<file path="src/rtl/digit_serial_adder.sv">
// Digit-serial N-bit adder/subtractor: K bits per clock through a K-bit ripple slice with a registered carry.
// Optional signed-overflow output Ovf is enabled by defining DIGIT_SERIAL_ADDER_OVF_EN.
module digit_serial_adder #(
  parameter int N = 32,
  parameter int K = 8
) (
  input  logic         clk,
  input  logic         rst_n,
  input  logic         in_valid,
  output logic         in_ready,
  input  logic [N-1:0] A,
  input  logic [N-1:0] B,
  input  logic         Cin,
  input  logic         Sub,
  output logic         out_valid,
  input  logic         out_ready,
  output logic [N-1:0] Sum,
  output logic         Cout,
`ifdef DIGIT_SERIAL_ADDER_OVF_EN
  output logic         Ovf,
`endif
  output logic [1:0]   dbg_state
);

  localparam int D  = N / K;
  localparam int CW = (D > 1) ? $clog2(D) : 1;
  localparam logic [CW-1:0] LAST = CW'(D - 1);

  typedef enum logic [1:0] {IDLE = 2'd0, RUN = 2'd1, DONE = 2'd2} state_t;

  state_t        r_state;
  state_t        w_next;
  logic [CW-1:0] r_cnt;
  logic          r_carry;
  logic [N-1:0]  r_a;
  logic [N-1:0]  r_b;
  logic [N-1:0]  r_sum;
  logic          r_cout;
  logic          r_rdy;
  logic          w_accept;
  logic          w_last;
  logic [K:0]    w_dsum;
  logic          w_cin_msb;

  // Handshakes: a transfer happens on a rising edge where valid and ready are both 1.
  // in_ready is registered so it stays low through reset and rises one edge after release;
  // out_valid is high only in DONE, and Sum/Cout are frozen until out_ready completes the transfer.
  assign w_accept  = in_valid & r_rdy;
  assign w_last    = (r_state == RUN) && (r_cnt == LAST);
  assign w_dsum    = {1'b0, r_a[K-1:0]} + {1'b0, r_b[K-1:0]} + {{K{1'b0}}, r_carry};
  assign w_cin_msb = r_a[K-1] ^ r_b[K-1] ^ w_dsum[K-1];

  assign in_ready  = r_rdy;
  assign out_valid = (r_state == DONE);
  assign Sum       = r_sum;
  assign Cout      = r_cout;
  assign dbg_state = r_state;

  always_comb begin
    w_next = r_state;
    case (r_state)
      IDLE:    if (w_accept)  w_next = RUN;
      RUN:     if (w_last)    w_next = DONE;
      DONE:    if (out_ready) w_next = IDLE;
      default: w_next = IDLE;
    endcase
  end

  always_ff @(posedge clk or negedge rst_n) begin
    if (!rst_n) begin
      r_state <= IDLE;
      r_rdy   <= 1'b0;
    end else begin
      r_state <= w_next;
      r_rdy   <= (w_next == IDLE);
    end
  end

  // Subtraction is A + ~B + 1: B is inverted at load and the carry seeded with 1.
  always_ff @(posedge clk or negedge rst_n) begin
    if (!rst_n) begin
      r_cnt   <= '0;
      r_carry <= 1'b0;
      r_a     <= '0;
      r_b     <= '0;
      r_sum   <= '0;
      r_cout  <= 1'b0;
    end else begin
      case (r_state)
        IDLE: begin
          if (w_accept) begin
            r_a     <= A;
            r_b     <= Sub ? ~B : B;
            r_carry <= Sub ? 1'b1 : Cin;
            r_cnt   <= '0;
          end
        end
        RUN: begin
          r_sum[r_cnt*K +: K] <= w_dsum[K-1:0];
          r_carry             <= w_dsum[K];
          r_a                 <= r_a >> K;
          r_b                 <= r_b >> K;
          r_cnt               <= r_cnt + 1'b1;
          if (w_last) r_cout <= w_dsum[K];
        end
        default: ;
      endcase
    end
  end

`ifdef DIGIT_SERIAL_ADDER_OVF_EN
  logic r_ovf;
  assign Ovf = r_ovf;

  always_ff @(posedge clk or negedge rst_n) begin
    if (!rst_n)      r_ovf <= 1'b0;
    else if (w_last) r_ovf <= w_cin_msb ^ w_dsum[K];
  end
`else
  logic w_unused;
  assign w_unused = w_cin_msb;
`endif

endmodule

</file>
<file path="config.mk">
export PLATFORM = sky130hd
export DESIGN_NAME = digit_serial_adder
export DESIGN_NICKNAME = d
export VERILOG_FILES = /design/src/rtl/digit_serial_adder.sv
export SDC_FILE = /design/constraint.sdc
export NUM_CORES = 1
export LEC_CHECK = 0
export CAP_MARGIN = 20
export CORE_UTILIZATION = 23
export DETAILED_ROUTE_END_ITERATION = 6
export DONT_BUFFER_PORTS = 1
export PLACE_DENSITY = 0.46
export SKIP_LAST_GASP = 1
export SLEW_MARGIN = 20
export SYNTH_ARGS = -nofsm -noshare
export SYNTH_HDL_FRONTEND = slang
export SYNTH_SLANG_ARGS = --single-unit
</file>
<file path="constraint.sdc">
create_clock -name clk -period 2.6 [get_ports clk]
set_input_delay 0.13 -clock clk [delete_from_list [all_inputs] [get_ports clk]]
set_output_delay 0.13 -clock clk [all_outputs]
set_load 0.005 [all_outputs]
</file>
==> impl_metrics.tcl <==
set metrics [dict create \
    avgSynthCellArea_um2 10.1 \
    cts_buffers 9 \
    dr.pass1.iters 4 \
    grt_pass1_vias 3593 \
    synthesis.nets 556 \
    path_class "flip-flop to flip-flop" \
    ys_ff_latch 103 \
    fp.dieH_um 146 \
    via_per_inst 4.58 \
    fin_crit_sh_pct 91.1 \
    wl_per_cell_um 16.2 \
    post_cts_resized 0 \
    p_int_mw 4.22 \
    rows 52 \
    ys_types 39 \
    drt-initial-drc-count 180 \
    start_util_pct 23.5 \
    tightest_slew_ns 0.645 \
    ys_top_cells_by_count "103 x dfrtp_1, 78 x nor2_1, 47 x nand2_1" \
    hpwl_um 9050 \
    crit_arrival_ns 2.59 \
    htree_num_levels 3 \
    grt_pass1_wl_um 20400 \
    maxCapViolCount 0 \
    clockRootBuffer "clkbuf_16" \
    wirelength_um 12800 \
    slew_headroom_pct 56.9 \
    layout-drive-gt1-share_pct 7.71 \
    ir_drop_mv 0.597 \
    die_x_um 146 \
    cp_max_fo 3 \
    finalSetupViolCount 0 \
    yosysTopAreaCell "dfrtp_1" \
    yosysWarnings 0 \
    grt_max_degree 104 \
    finalSetupTns_ns 0 \
    ys_seq_area_share_pct 54.0 \
    cts.sinks 103 \
    clockBufferDepth 2 \
    cts_setup_buffers 0 \
    grt.total_usage_pct 12.4 \
    antenna_found_initial 0 \
    power_leakage_nw 2.53 \
    clock_skew_ns 0.00772 \
    hp-class "input port to flip-flop" \
    dieArea_um2 21300 \
    gp_congestion 0.747 \
    cts_tree "yes" \
    drc 0 \
    synthCells 472 \
    worstSkewPairLatency_ns 0.35 \
    critical_path_required_ns 2.82 \
    synth_flop_cell "dfrtp_1" \
    postRouteAntennaNets 0 \
    period_minus_slack_ns 2.37 \
    clkTransAtPathRegs_ns 0.07 \
    synth-edff-count 0 \
    yosysMostFrequentCell "dfrtp_1" \
    grt-ovfl-total 0 \
    core_um2 20300 \
    switchingPower_mw 3.03 \
    synthTopCellsByArea "dfrtp_1 54%, xnor2_1 6.6%, nor2_1 6.1%" \
    start_kind "flip-flop" \
    end_kind "flip-flop" \
    areaGrowthSynthToFinish_pct 23.7 \
    final_max_slew_viol_count 0 \
    hold_viol 0 \
    final_util_pct 29.1 \
    combPwrFrac_pct 43.2 \
    power_density_nw_per_um2 1230 \
    num_io_pins 107 \
    layout.nets 598 \
    synth.top_cell.area_share_pct 54.0 \
    io_buffers 0 \
    vias 3611 \
    swShare_pct 41.8 \
    syn_area_um2 4770 \
    status "finished clean" \
    diodes 0 \
    p_seq_share_pct 38.6 \
    async_flop_share_pct 100 \
    clock_power_share_pct 18.3 \
    fmax_mhz 422 \
    rsz0062_at_grt "no" \
]
==> area by class of cell <==
class	count	area, um^2
inverters	4	15.0
clock buffers	10	239
fillers	2177	14400
repair buffers	60	611
well taps	270	338
flip-flops and latches	103	2580
clock inverters	6	53.8
multi-input cells	336	2070
==> through the flow <==
step                setup slack, ns  std cells  instance area (um^2)  power, mW  hold WS, ns
finish                        0.232        789                  5900       7.26       0.0240
global route                 0.0631        789                  5900       7.92       0.0414
CTS                           0.243        789                  5900       7.36       0.0228
detailed placement            0.254        721                  5070       5.89       -0.163
global placement              0.294        721                  5070       5.79       -0.163
floorplan                     0.444        472                  4770       5.01       -0.166
==> kinds of logic after synthesis <==
| family | synth area share [%] |
|---|---|
| buffers and inverters | 3.12 |
| xor gates and xnor gates | 6.79 |
| AOI/OAI and AO/OA | 17.4 |
| adders and majority gates | 3.99 |
| and+or+nand+nor | 14.7 |
| DFF | 54.0 |
==> registers in the layout, summed over array words and instances, names as in the netlist <==
| name | cells |
|---|---|
| in_ready | 1 |
| r_carry | 1 |
| Sum | 32 |
| Cout | 1 |
| r_b | 32 |
| dbg_state | 2 |
| r_a | 32 |
| r_cnt | 2 |
==> per-layer routing <==
metal / GRT usage, % / up-vias / share of wire (%)
li1: - / 1733 / -
met1: 15.9 / 1757 / 45
met2: 19.9 / 112 / 47
met3: 4.44 / 9 / 6.8
met4: 2.76 / 0 / 0.89
met5: 0 / - / 0
==> placed cells by master (no fill, tap or decap), drive strengths merged, types with 9 or more instances in the layout <==
master / count
xnor2: 36
a21oi: 17
o21ai: 36
dfrtp: 103
clkbuf: 10
o22ai: 24
ha: 12
buf: 9
nor2: 81
nand2: 50
dlygate4sd3: 51
nand3: 17
a22o: 24
a221o: 11
==> power groups by stage <==
stage	Clock [mW]	Sequential [mW]	Combinational [mW]
floorplan	0	2.64	2.36
finish	1.33	2.80	3.13
global route	1.44	2.89	3.58
detailed placement	0	2.84	3.05
global placement	0	2.82	2.97
CTS	1.38	2.81	3.17
==> critical path: stages (launching register included) <==
cell      delay [ns]
dfrtp_1         0.41
fa_1            0.50
fa_1            0.43
a21o_1          0.20
a221oi_2        0.31
o21bai_1        0.10
a21oi_1         0.19
o211ai_1        0.10
==> worst paths after layout <==
path	start	end	slack, ns	cells past startpoint
worst max-delay path	r_carry$_DFFE_PN0P_	r_carry$_DFFE_PN0P_	0.23	7
worst min-delay path	A[0]	r_a[0]$_DFFE_PN0P_	0.02	2
worst max register to register	r_carry$_DFFE_PN0P_	r_carry$_DFFE_PN0P_	0.23	7
worst min register to register	r_b[12]$_DFFE_PN0P_	r_b[4]$_DFFE_PN0P_	0.48	2
max in group asynchronous	rst_n	r_b[24]$_DFFE_PN0P_	1.76	2
min in group asynchronous	rst_n	r_a[2]$_DFFE_PN0P_	0.41	2
==> repair_timing <==
action / CTS / global route
hold endpoints to repair: 145 / 0
hold buffers: 52 / 0
endpoints found under the setup margin: 0 / 0
Note: power is estimated with default switching activity, not from simulation.
